==> src/rtl/lcd_fifo_rd_arbiter.sv <==
// lcd_fifo_rd_arbiter
// Shares the 16-bit read port of the SDRAM-to-LCD read FIFO between two
// burst requesters (0 = LCD pixel combiner, 1 = capture/debug reader).
// A fixed BURST_LEN-word burst is granted only when the FIFO already holds
// a full burst, so a granted burst never stalls on an empty FIFO.
// Round-robin between the two requesters when both ask in the same cycle.
//
// Optional feature: define LCD_FIFO_RD_ARB_TIMEOUT_EN to enable a starvation
// counter that sets the sticky err_timeout flag after TIMEOUT idle cycles
// with a request pending but too few words in the FIFO.
//
// state   | meaning
// --------+------------------------------------------------------------
// S_IDLE  | waiting for a request with fifo_usedw >= BURST_LEN
// S_READ  | fifo_rd asserted, one word per cycle, BURST_LEN cycles
// S_DRAIN | last word arriving on fifo_q; done pulse; grant released

module lcd_fifo_rd_arbiter #(
  parameter int DATA_W    = 16,
  parameter int BURST_LEN = 6,
  parameter int LVL_W     = 10,
  parameter int TIMEOUT   = 1023
) (
  input  logic              clk,
  input  logic              rst_n,
  input  logic              req0,
  input  logic              req1,
  output logic              gnt0,
  output logic              gnt1,
  output logic              done0,
  output logic              done1,
  input  logic [LVL_W-1:0]  fifo_usedw,
  output logic              fifo_rd,
  input  logic [DATA_W-1:0] fifo_q,
  output logic [DATA_W-1:0] rd_data,
  output logic              rd_vld0,
  output logic              rd_vld1,
  output logic              err_timeout
);

  localparam logic [1:0] S_IDLE  = 2'd0;
  localparam logic [1:0] S_READ  = 2'd1;
  localparam logic [1:0] S_DRAIN = 2'd2;

  localparam logic [LVL_W-1:0] LVL_BURST = LVL_W'(BURST_LEN);
  localparam logic [7:0]       BEAT_LAST = 8'(BURST_LEN - 1);

  logic [1:0] state;
  logic [7:0] beat;
  logic       last_gnt;   // 1: requester 1 was served last
  logic       any_req;
  logic       level_ok;
  logic       grant_now;
  logic       pick1;

  assign rd_data   = fifo_q;
  assign any_req   = req0 | req1;
  assign level_ok  = (fifo_usedw >= LVL_BURST);
  assign grant_now = (state == S_IDLE) && any_req && level_ok;
  // req1 wins when alone, or when both ask and requester 0 was served last
  assign pick1     = req1 & (~req0 | ~last_gnt);

  // Burst sequencer: grant, read strobes, delayed valid strobes and done pulse
  always_ff @(posedge clk or negedge rst_n) begin
    if (!rst_n) begin
      state    <= S_IDLE;
      beat     <= 8'd0;
      last_gnt <= 1'b1;
      gnt0     <= 1'b0;
      gnt1     <= 1'b0;
      fifo_rd  <= 1'b0;
      rd_vld0  <= 1'b0;
      rd_vld1  <= 1'b0;
      done0    <= 1'b0;
      done1    <= 1'b0;
    end else begin
      // fifo_q is valid one cycle after fifo_rd, so valid is fifo_rd delayed
      rd_vld0 <= fifo_rd & gnt0;
      rd_vld1 <= fifo_rd & gnt1;
      done0   <= fifo_rd & gnt0 & (beat == BEAT_LAST);
      done1   <= fifo_rd & gnt1 & (beat == BEAT_LAST);
      case (state)
        S_IDLE: begin
          if (grant_now) begin
            state   <= S_READ;
            gnt0    <= ~pick1;
            gnt1    <= pick1;
            fifo_rd <= 1'b1;
            beat    <= 8'd0;
          end
        end
        S_READ: begin
          if (beat == BEAT_LAST) begin
            beat    <= 8'd0;
            fifo_rd <= 1'b0;
            state   <= S_DRAIN;
          end else begin
            beat <= beat + 8'd1;
          end
        end
        S_DRAIN: begin
          gnt0     <= 1'b0;
          gnt1     <= 1'b0;
          last_gnt <= gnt1;
          state    <= S_IDLE;
        end
        default: state <= S_IDLE;
      endcase
    end
  end

`ifdef LCD_FIFO_RD_ARB_TIMEOUT_EN
  localparam int              TO_W   = $clog2(TIMEOUT + 1);
  localparam logic [TO_W-1:0] TO_MAX = TO_W'(TIMEOUT);

  logic [TO_W-1:0] to_cnt;

  // Starvation counter: counts idle cycles where a request waits on FIFO level
  always_ff @(posedge clk or negedge rst_n) begin
    if (!rst_n) begin
      to_cnt      <= '0;
      err_timeout <= 1'b0;
    end else begin
      if (to_cnt == TO_MAX) err_timeout <= 1'b1;
      if (grant_now) begin
        to_cnt <= '0;
      end else if ((state == S_IDLE) && any_req && !level_ok && (to_cnt != TO_MAX)) begin
        to_cnt <= to_cnt + TO_W'(1);
      end
    end
  end
`else
  assign err_timeout = 1'b0;
`endif

endmodule
==> config.mk <==
export PLATFORM = sky130hd
export DESIGN_NAME = lcd_fifo_rd_arbiter
export DESIGN_NICKNAME = d
export VERILOG_FILES = /design/src/rtl/lcd_fifo_rd_arbiter.sv
export SDC_FILE = /design/constraint.sdc
export NUM_CORES = 1
export LEC_CHECK = 0
export ABC_AREA = 1
export ABC_CLOCK_PERIOD_IN_PS = 2300
export CAP_MARGIN = 25
export CORE_ASPECT_RATIO = 1.5
export CORE_UTILIZATION = 29
export CTS_CLUSTER_SIZE = 16
export DETAILED_ROUTE_END_ITERATION = 8
export PLACE_DENSITY = 0.64
export SETUP_SLACK_MARGIN = 0.4
export SYNTH_ARGS = -nofsm -noshare
export SYNTH_HDL_FRONTEND = slang
export SYNTH_SLANG_ARGS = --single-unit
==> constraint.sdc <==
create_clock -name clk -period 2.3 [get_ports clk]
set_clock_uncertainty 0.15 [all_clocks]
set_input_delay 0.23 -clock clk [delete_from_list [all_inputs] [get_ports clk]]
set_output_delay 0.23 -clock clk [all_outputs]
set_load 0.03 [all_outputs]
==> impl_metrics.env <==
export IMPL_grt_max_degree=19
export IMPL_syn_area_per_cell_um2=7.87
export IMPL_io_buffer_count=19
export IMPL_grt_overflow=0
export IMPL_diodes=0
export IMPL_ir_worst_vdd_uv=340
export IMPL_postRouteAntennaNets=0
export IMPL_cts_tree="done"
export IMPL_setup_worst_path_start_class="register"
export IMPL_finalInstanceArea_mm2=0.00127
export IMPL_critPathKind="reg2out"
export IMPL_synth_area_leaders="dfrtp_1 39%, buf_4 12%, nand2_1 11%"
export IMPL_largest_reg_flops=8
export IMPL_final_hold_viol_count=0
export IMPL_status="complete, no violations"
export IMPL_crit_required_ns=1.92
export IMPL_reg2regPathDepth=7
export IMPL_dp_hpwl_um=1450
export IMPL_p_leak_nw=0.665
export IMPL_path_max_fanout=4
export IMPL_via_per_inst=4.39
export IMPL_start_util_pct=30.2
export IMPL_ys_warn_count=0
export IMPL_cp_arrival_ns=1.33
export IMPL_timing_fmax_mhz=584
export IMPL_die_x_um=52.3
export IMPL_die_area_mm2=0.00406
export IMPL_grt_setup_unrepaired="no"
export IMPL_r2r_start="beat[1]"
export IMPL_tns_ns=0
export IMPL_syn_to_final_growth_pct=15.2
export IMPL_netlist_area_leader_share_pct=38.6
export IMPL_synth_distinct_cells=23
export IMPL_track_usage_pct=11.2
export IMPL_insertion_delay_ns=0.26
export IMPL_critical_path_max_stage_delay_ns=0.69
export IMPL_coreArea_mm2=0.00365
export IMPL_slowest_stage="clkdlybuf4s50_1"
export IMPL_placed_cell_area_mm2=0.00121
export IMPL_hold_buffers=0
export IMPL_r2r_end="beat[0]"
export IMPL_nets=179
export IMPL_antenna_found_initial=0
export IMPL_ctsLongestPathBuffers=2
export IMPL_top_regs="beat: 8 flops, state: 2 flops"
export IMPL_syn_area_mm2=0.00110
export IMPL_drc=0
export IMPL_io_pins=54
export IMPL_cts_root_buf="clkbuf_8"
export IMPL_endpoint_kind="output port"
export IMPL_wl_per_cell_um=10.4
export IMPL_drive_gt1_share_pct=12.3
export IMPL_grt_pass1_vias=803
export IMPL_cts_setup_buffers=0
export IMPL_hold_class="in2async"
export IMPL_cts_clk_slew_worst_paths_ns=0.07
export IMPL_finalSetupViolCount=0
export IMPL_grt_pass1_wl_um=3310
export IMPL_finalWorstSetupSlack_ns=0.587
export IMPL_clkSinkCount=18
export IMPL_num_rows=27
export IMPL_slew_viol_final=0
export IMPL_htree_levels=1
export IMPL_power_density_mw_per_mm2=1060
export IMPL_crit_family="buffers and inverters"
export IMPL_syn_nets=172
export IMPL_reg2reg_slack_ns=0.94
export IMPL_worstPathCellList="clkdlybuf4s50_1"
export IMPL_die_y_um=77.5
export IMPL_drt_iter0_drc=14
export IMPL_ctsResizeCount=0
export IMPL_max_cap_violations=0
export IMPL_utilization_pct=34.8
export IMPL_numCtsBuffers=3
export IMPL_syn_inst=140
export IMPL_cp_num_buf_inv=1
export IMPL_ys_seq_area_share_pct=41.0
export IMPL_dp_slack_ns=0.653
export IMPL_yosysTopAreaCell="dfrtp_1"
export IMPL_most_common_layout_cells="33 x nand2_1, 20 x nand3_1, 19 x inv_1, 19 x clkdlybuf4s50_1, 17 x dfrtp_1"
export IMPL_gp_congestion=0.781
export IMPL_filler_cell_count=391
export IMPL_drt_pre_antenna_iters=4
export IMPL_final_common_cell="nand2_1"
export IMPL_regMostFlops="beat"
export IMPL_vias=829
export IMPL_finalCritPeriodShare_pct=74.5
export IMPL_routed_wl_um=1960
export IMPL_synthFlopType="dfrtp_1"
export IMPL_async_reset_ff_share_pct=100
export IMPL_ys_ff_latch=18
export IMPL_synth_edf_count=0
export IMPL_hold_ws_ns=0.143
export IMPL_period_minus_slack_ns=1.71
==> metal layers <==
metal	GRT usage, %	routed length [µm]	share of wire, %
met5	0	0	0
met4	10.8	79	4.0
met3	2.35	155	7.9
met2	17.7	993	51
met1	11.4	735	37
==> cell families after synthesis <==
group | Yosys count | share of synthesized area [%]
AO/OA/AOI/OAI | 4 | 3.06
XOR/XNOR | 2 | 1.59
adder cells (fa/ha/maj) | 2 | 2.27
buffers and inverters | 41 | 20.4
flip-flops | 18 | 41.0
multiplexers | 1 | 1.02
other | 1 | 0.340
AND/OR/NAND/NOR | 71 | 30.3
==> how the worst max path moves through the flow <==
stage	slack, ns	from	endpoint	cells past startpoint
final	0.59	fifo_rd	fifo_rd	1
after global routing	0.55	fifo_rd	fifo_rd	1
after CTS	0.57	fifo_rd	fifo_rd	1
after detailed placement	0.65	fifo_usedw[3]	beat[1]	6
after global placement	0.67	fifo_usedw[3]	gnt0	6
after floorplan	1.02	beat[1]	beat[2]	7
==> per-stage QoR <==
| step | power [mW] | cells |
|---|---|---|
| after floorplan | 0.974 | 140 |
| after CTS | 1.37 | 189 |
| after global routing | 1.46 | 189 |
| after global placement | 1.09 | 185 |
| after detailed placement | 1.10 | 185 |
| final | 1.35 | 189 |
==> cells in the mapped netlist, types with 2 or more instances <==
cell / count
buf_4: 17
dfrtp_1: 17
ha_1: 2
inv_1: 19
inv_2: 4
nand2_1: 33
nand3_1: 20
nand4_1: 3
nor2_1: 7
nor2_2: 3
nor2_4: 2
xor2_1: 2
==> power breakdown <==
group | switching, mW | internal (mW) | leakage, nW
Combinational | 0.350 | 0.225 | 0.408
Sequential | 0.0883 | 0.421 | 0.228
Clock | 0.110 | 0.152 | 0.0288
Total | 0.548 | 0.798 | 0.665
==> final cells by class <==
type / count / area (µm²) / share of cell area [%]
inverter: 23 / 86.3 / 6.80
tap: 43 / 53.8 / 4.24
clock buffer: 4 / 55.1 / 4.33
sequential: 18 / 452 / 35.6
multi-input combinational: 81 / 425 / 33.5
timing repair buffer: 20 / 198 / 15.6
(Power assumes the default switching activity.)
